==> src/rtl/arb_pkg.sv <==
// Shared types for the memory bus arbiter: FSM states, bus owner encoding and tag field layout.
package arb_pkg;

    typedef enum logic [2:0] {
        StIdle,
        StAddr,
        StWdata,
        StResp,
        StDone
    } arb_state_e;

    typedef enum logic {
        OwnFetch = 1'b0,
        OwnData  = 1'b1
    } arb_owner_e;

    // Tag layout is {we, zeros, owner}.
    localparam int unsigned TagOwnerBit = 0;

    function automatic int unsigned tag_we_bit(input int unsigned tag_width);
        return tag_width - 1;
    endfunction

endpackage

==> src/rtl/arb_counter.sv <==
// Saturating up-counter with synchronous clear, used for the response beat count and the
// fetch starvation count.
module arb_counter #(
    parameter int unsigned Width = 3,
    parameter int unsigned Max   = 7
) (
    input  logic             clk_i,
    input  logic             rst_ni,
    input  logic             clr_i,
    input  logic             inc_i,
    output logic [Width-1:0] cnt_o,
    output logic             sat_o
);

    localparam logic [Width-1:0] MaxVal = Width'(Max);

    logic [Width-1:0] cnt_q, cnt_d;

    always_comb begin
        cnt_d = cnt_q;
        if (clr_i) begin
            cnt_d = '0;
        end else if (inc_i && (cnt_q != MaxVal)) begin
            cnt_d = cnt_q + 1'b1;
        end
    end

    always_ff @(posedge clk_i or negedge rst_ni) begin
        if (!rst_ni) begin
            cnt_q <= '0;
        end else begin
            cnt_q <= cnt_d;
        end
    end

    assign cnt_o = cnt_q;
    assign sat_o = (cnt_q == MaxVal);

endmodule

==> src/rtl/mem_bus_arbiter.sv <==
// Two-requester (fetch, data) arbiter onto a single tagged request/response memory bus.
// Optional fetch starvation guard enabled by defining ARB_STARVE_GUARD_EN.
module mem_bus_arbiter
    import arb_pkg::*;
#(
    parameter int unsigned BUS_DATA_WIDTH = 64,
    parameter int unsigned BUS_TAG_WIDTH  = 13,
    parameter int unsigned BURST_BEATS    = 8,
    parameter int unsigned STARVE_LIMIT   = 4
) (
    input  logic                      clk,
    input  logic                      reset_n,
    input  logic                      if_req,
    input  logic [BUS_DATA_WIDTH-1:0] if_addr,
    output logic                      if_gnt,
    output logic [BUS_DATA_WIDTH-1:0] if_rdata,
    output logic                      if_rvalid,
    output logic                      if_done,
    input  logic                      dm_req,
    input  logic                      dm_we,
    input  logic [BUS_DATA_WIDTH-1:0] dm_addr,
    input  logic [BUS_DATA_WIDTH-1:0] dm_wdata,
    output logic                      dm_gnt,
    output logic [BUS_DATA_WIDTH-1:0] dm_rdata,
    output logic                      dm_rvalid,
    output logic                      dm_done,
    output logic                      bus_reqcyc,
    output logic [BUS_DATA_WIDTH-1:0] bus_req,
    output logic [BUS_TAG_WIDTH-1:0]  bus_reqtag,
    input  logic                      bus_reqack,
    input  logic                      bus_respcyc,
    input  logic [BUS_DATA_WIDTH-1:0] bus_resp,
    output logic                      bus_respack
);

    localparam int unsigned TagWeBit = tag_we_bit(BUS_TAG_WIDTH);
    localparam int unsigned BeatW    = $clog2(BURST_BEATS + 1);
    localparam logic [BeatW-1:0] LastBeat = BeatW'(BURST_BEATS - 1);

    arb_state_e                state_q, state_d;
    arb_owner_e                owner_q, owner_d;
    logic                      we_q, we_d;
    logic [BUS_DATA_WIDTH-1:0] addr_q, addr_d;
    logic [BUS_DATA_WIDTH-1:0] wdata_q, wdata_d;
    logic [BUS_TAG_WIDTH-1:0]  tag;
    logic [BeatW-1:0]          beat_cnt;
    logic                      beat_inc, beat_clr, beat_sat;
    logic                      force_if, pick_dm;

    arb_counter #(
        .Width (BeatW),
        .Max   (BURST_BEATS)
    ) u_beat_cnt (
        .clk_i  (clk),
        .rst_ni (reset_n),
        .clr_i  (beat_clr),
        .inc_i  (beat_inc),
        .cnt_o  (beat_cnt),
        .sat_o  (beat_sat)
    );

`ifdef ARB_STARVE_GUARD_EN
    localparam int unsigned StarveW = $clog2(STARVE_LIMIT + 1);

    logic [StarveW-1:0] starve_cnt;
    logic               starve_inc, starve_clr;

    arb_counter #(
        .Width (StarveW),
        .Max   (STARVE_LIMIT)
    ) u_starve_cnt (
        .clk_i  (clk),
        .rst_ni (reset_n),
        .clr_i  (starve_clr),
        .inc_i  (starve_inc),
        .cnt_o  (starve_cnt),
        .sat_o  (force_if)
    );
`else
    assign force_if = 1'b0;
`endif

    // Stray beats are always drained; reset gating keeps the ack low while reset is held.
    assign bus_respack = reset_n & bus_respcyc;

    always_comb begin
        state_d    = state_q;
        owner_d    = owner_q;
        we_d       = we_q;
        addr_d     = addr_q;
        wdata_d    = wdata_q;
        if_gnt     = 1'b0;
        dm_gnt     = 1'b0;
        if_rdata   = '0;
        dm_rdata   = '0;
        if_rvalid  = 1'b0;
        dm_rvalid  = 1'b0;
        if_done    = 1'b0;
        dm_done    = 1'b0;
        bus_reqcyc = 1'b0;
        bus_req    = '0;
        beat_inc   = 1'b0;
        beat_clr   = 1'b0;
        pick_dm    = dm_req && !(force_if && if_req);
`ifdef ARB_STARVE_GUARD_EN
        starve_inc = 1'b0;
        starve_clr = 1'b0;
`endif
        tag              = '0;
        tag[TagWeBit]    = we_q;
        tag[TagOwnerBit] = owner_q;
        bus_reqtag       = '0;

        unique case (state_q)
            StIdle: begin
                // The IDLE state is also the reset state, so grants are masked by reset_n.
                if (reset_n && (dm_req || if_req)) begin
                    state_d = StAddr;
                    if (pick_dm) begin
                        owner_d = OwnData;
                        we_d    = dm_we;
                        addr_d  = dm_addr;
                        wdata_d = dm_wdata;
                        dm_gnt  = 1'b1;
                    end else begin
                        owner_d = OwnFetch;
                        we_d    = 1'b0;
                        addr_d  = if_addr;
                        wdata_d = '0;
                        if_gnt  = 1'b1;
                    end
`ifdef ARB_STARVE_GUARD_EN
                    starve_inc = pick_dm && if_req;
                    starve_clr = !pick_dm;
`endif
                end
            end
            StAddr: begin
                bus_reqcyc = 1'b1;
                bus_req    = addr_q;
                bus_reqtag = tag;
                if (bus_reqack) begin
                    state_d = we_q ? StWdata : StResp;
                end
            end
            StWdata: begin
                bus_reqcyc = 1'b1;
                bus_req    = wdata_q;
                bus_reqtag = tag;
                if (bus_reqack) begin
                    state_d = StDone;
                end
            end
            StResp: begin
                if (bus_respcyc) begin
                    if (owner_q == OwnData) begin
                        dm_rvalid = 1'b1;
                        dm_rdata  = bus_resp;
                    end else begin
                        if_rvalid = 1'b1;
                        if_rdata  = bus_resp;
                    end
                    beat_inc = 1'b1;
                    if (beat_cnt == LastBeat || beat_sat) begin
                        beat_clr = 1'b1;
                        state_d  = StDone;
                    end
                end
            end
            StDone: begin
                if_done = (owner_q == OwnFetch);
                dm_done = (owner_q == OwnData);
                state_d = StIdle;
            end
            default: state_d = StIdle;
        endcase
    end

    always_ff @(posedge clk or negedge reset_n) begin
        if (!reset_n) begin
            state_q <= StIdle;
            owner_q <= OwnFetch;
            we_q    <= 1'b0;
            addr_q  <= '0;
            wdata_q <= '0;
        end else begin
            state_q <= state_d;
            owner_q <= owner_d;
            we_q    <= we_d;
            addr_q  <= addr_d;
            wdata_q <= wdata_d;
        end
    end

endmodule
==> config.mk <==
export PLATFORM = sky130hd
export DESIGN_NAME = mem_bus_arbiter
export DESIGN_NICKNAME = d
export VERILOG_FILES = /design/src/rtl/arb_pkg.sv /design/src/rtl/arb_counter.sv /design/src/rtl/mem_bus_arbiter.sv
export SDC_FILE = /design/constraint.sdc
export NUM_CORES = 1
export LEC_CHECK = 0
export CAP_MARGIN = 0
export CELL_PAD_IN_SITES_DETAIL_PLACEMENT = 1
export CELL_PAD_IN_SITES_GLOBAL_PLACEMENT = 1
export CORE_AREA = 2 2 187 189
export DETAILED_ROUTE_END_ITERATION = 6
export DIE_AREA = 0 0 189 191
export PLACE_DENSITY = 0.68
export SKIP_LAST_GASP = 1
export SYNTH_ARGS = -nofsm -noshare
export SYNTH_HDL_FRONTEND = slang
export SYNTH_SLANG_ARGS = --single-unit
==> constraint.sdc <==
create_clock -name clk -period 2.3 [get_ports clk]
set_clock_uncertainty 0.1 [all_clocks]
set_input_delay 0.345 -clock clk [delete_from_list [all_inputs] [get_ports clk]]
set_output_delay 0.345 -clock clk [all_outputs]
set_load 0.02 [all_outputs]
==> flow_metrics.py <==
metrics = {
    "finish": {
        "syn_to_final_growth_pct": 86.8,
        "regArea_um2": 3430,
        "fillers": 3711,
        "finalNetCount": 1465,
        "layout-drive-gt1-share_pct": 33.1,
        "multi_input_area_um2": 3950,
    },
    "logic_synthesis": {
        "synth-seq-area-share_pct": 45.0,
        "post-synth-top-area-cell": "dfrtp_1",
        "ys_async_sr_fraction_pct": 100,
        "synth_ff_type": "dfrtp_1",
        "synthTopCellsByArea": "dfrtp_1, a22o_1, a221o_1",
        "netlist_instances": 729,
        "synth_cell_types": 39,
        "synth_edf_count": 0,
        "synth_area_um2": 7620,
        "yosysWarningCount": 0,
        "synth_top_area_share_pct": 45.0,
        "avgSynthCellArea_um2": 10.5,
        "ys_ff_latch": 137,
    },
    "critical_path": {
        "crit_family": "buffers and inverters",
        "arrival_ns": 2.04,
        "rr_startpoint": "state_q[1]",
        "crit_buf_inv": 4,
        "critPathMaxStageDelay_ns": 0.44,
        "setup.worst_path.end_class": "output port",
        "reg2reg_depth": 5,
        "critPathKind": "reg -> out",
        "slowest_stage": "dfrtp_2",
        "startpoint_type": "flop",
        "crit_cells": 6,
        "cp_max_fo": 26,
        "crit_required_ns": 1.86,
        "critPathLaunch": "state_q[2]",
        "crit_path_cell_trace": "buf_6 > and4b_4 > buf_4 > buf_12 > and3_1 > clkbuf_2",
    },
    "floorplanning": {
        "fp.dieW_um": 189,
        "initial_utilization_pct": 22.3,
        "io_pins": 476,
        "fp-row-count": 68,
        "core_um2": 34100,
        "dieHeight_um": 191,
        "die_area_um2": 36100,
    },
    "sta": {
        "min_period_ns": 2.48,
        "max_freq_mhz": 403,
        "tns_ns": -22.30,
        "finalCritPeriodShare_pct": 108,
        "setup_ws_ns": -0.184,
        "worstMarginPinSlew_ns": 1.06,
        "setup_viol": 213,
        "hold_viol": 32,
        "hold_ws_ns": -0.159,
        "grt_setup_unrepaired": "yes",
        "slew-limit-headroom_pct": 29.1,
        "drv_slew": 0,
    },
    "clock_tree": {
        "ctsRootBufferMaster": "clkbuf_16",
        "clockBufferDepth": 2,
        "insertion_delay_ns": 0.42,
        "cts_sinks": 137,
        "cts_max_level": 4,
        "cts_buffers": 17,
        "cts_tree": "done",
        "clkSlewWorstSetupHoldPaths_ns": 0.06,
    },
    "run_status": {
        "violations": "negative hold slack, negative setup slack",
        "status": "finished, violations left",
    },
    "grt": {
        "grt_max_degree": 138,
        "grtUsageTotal_pct": 22.8,
        "antenna_found_initial": 9,
        "grt_overflow": 0,
        "grt_pass1_vias": 8799,
        "grt_first_pass_wirelength_um": 60400,
    },
    "route": {
        "avgViaCountPerCell": 4.98,
        "num_vias": 8335,
        "wire_per_inst_um": 25.7,
        "first_pass_iters": 4,
        "wl_um": 43100,
        "initialDrtViolationCount": 423,
        "remaining_drc_errors": 0,
        "postRouteAntennaNets": 0,
    },
    "power_and_ir_drop": {
        "sw_frac_of_total_pct": 38.5,
        "pwr-share-seq_pct": 27.7,
        "totalPowerFinal_w": 0.0159,
        "internal-power_w": 0.00980,
        "comb_power_share_pct": 54.1,
        "p_clk_share_pct": 18.2,
        "p_leak_nw": 6.51,
        "ir_worst_vdd_mv": 0.439,
        "power.density_nw_per_um2": 1120,
        "p_switching_w": 0.00613,
    },
    "place": {
        "port_buffers": 464,
        "dp.final_hpwl_um": 30500,
        "gp_congestion": 0.945,
    },
    "hold_path": {
        "hold_class": "in -> async",
    },
    "job": {
        "cap_violations": 0,
    },
}
## Yosys cell counts, types with 2 or more instances
cell type,number
dfrtp_1,137
a21o_1,2
buf_4,11
clkbuf_1,66
and3_1,64
o21a_1,2
mux2_2,27
and2_1,66
nand2_1,8
inv_1,3
a21oi_1,2
nor2_1,5
nand4b_1,3
a22o_1,129
nor3b_1,2
o22ai_1,2
nand2b_1,53
buf_1,3
ha_1,2
a221o_1,52
buf_6,4
nor4_1,52
nor3_1,2
or2_2,2
buf_2,16
## power groups by stage
stage          combinational, W  clock [W]  sequential (W)
2_1_floorplan           0.00413          0         0.00408
3_3_place_gp            0.00740          0         0.00437
3_5_place_dp            0.00754          0         0.00439
4_1_cts                 0.00852    0.00300         0.00440
5_1_grt                 0.00913    0.00311         0.00456
6_report                0.00862    0.00291         0.00441
## logic make-up after synthesis
family / Yosys count / synth area share (%)
other: 1 / 0.0492
AND/OR/NAND/NOR: 264 / 21.4
multiplexers: 27 / 3.99
flip-flops: 137 / 45.0
buffers and inverters: 103 / 6.27
AO/OA/AOI/OAI: 195 / 23.0
adder cells (fa/ha/maj): 2 / 0.328
## routing by layer
layer	track usage, %	share of wire (%)	up-vias	routed length [µm]
li1	-	-	3708	-
met1	24.3	37	4188	15800
met2	41.1	52	361	22300
met3	6.10	6.2	74	2680
met4	12.3	5.2	4	2230
met5	0	0.063	-	27
## final cells by class
class	count	area share [%]
antenna	5	0.0879
clock buffer	18	3.01
clock inverter	14	1.29
inverter	3	0.0791
multi-input combinational	499	27.8
sequential	137	24.1
tap	455	4.00
timing repair buffer	542	39.6
## state kept, by name (all words and copies together), names as in the netlist
signal / cells
wdata_q: 64
addr_q: 64
state_q: 3
u_beat_cnt.cnt_o: 4
we_q: 1
owner_q: 1
## placed cells by master (no fill, tap or decap), drive strengths merged, types with 2 or more instances in the layout
| master | n |
|---|---|
| clkdlybuf4s15 | 4 |
| nor3b | 2 |
| clkdlybuf4s50 | 261 |
| and2 | 66 |
| nor2 | 5 |
| buf | 211 |
| and3 | 64 |
| or2 | 3 |
| a22o | 129 |
| o21a | 2 |
| inv | 9 |
| nand4b | 3 |
| a21oi | 2 |
| nand2 | 8 |
| nor4 | 52 |
| ha | 2 |
| clkinv | 4 |
| bufbuf | 2 |
| a221o | 52 |
| clkbuf | 81 |
| dfrtp | 137 |
| nand2b | 53 |
| nor3 | 2 |
| mux2 | 27 |
| bufinv | 3 |
| a21o | 2 |
| diode | 5 |
| o22ai | 2 |
| conb | 11 |
## stage by stage
step	instance area (µm²)	instances	utilization, %	setup WS, ns
2_1_floorplan	7660	739	-	0.0758
3_3_place_gp	13100	1607	38.5	-0.351
3_5_place_dp	13100	1607	38.5	-0.393
4_1_cts	14300	1665	42.0	-0.219
5_1_grt	14200	1673	41.7	-0.258
6_report	14200	1673	41.7	-0.184
## worst paths after layout
kind / end / slack (ns)
setup / recovery: dm_rdata[22] / -0.18
hold / removal: wdata_q[11] / -0.16
setup reg to reg: addr_q[27] / -0.05
hold reg to reg: addr_q[7] / 0.40
max in group asynchronous: wdata_q[60] / 1.34
min in group clk: addr_q[7] / 0.40
## timing repair
item,4_1_cts,5_1_grt
resized for setup,649,195
setup endpoints to repair,201,201
hold buffers,0,0
pin swaps,14,15
gates cloned,10,4
buffers inserted,16,3
Note: power is estimated with default switching activity, not from simulation.
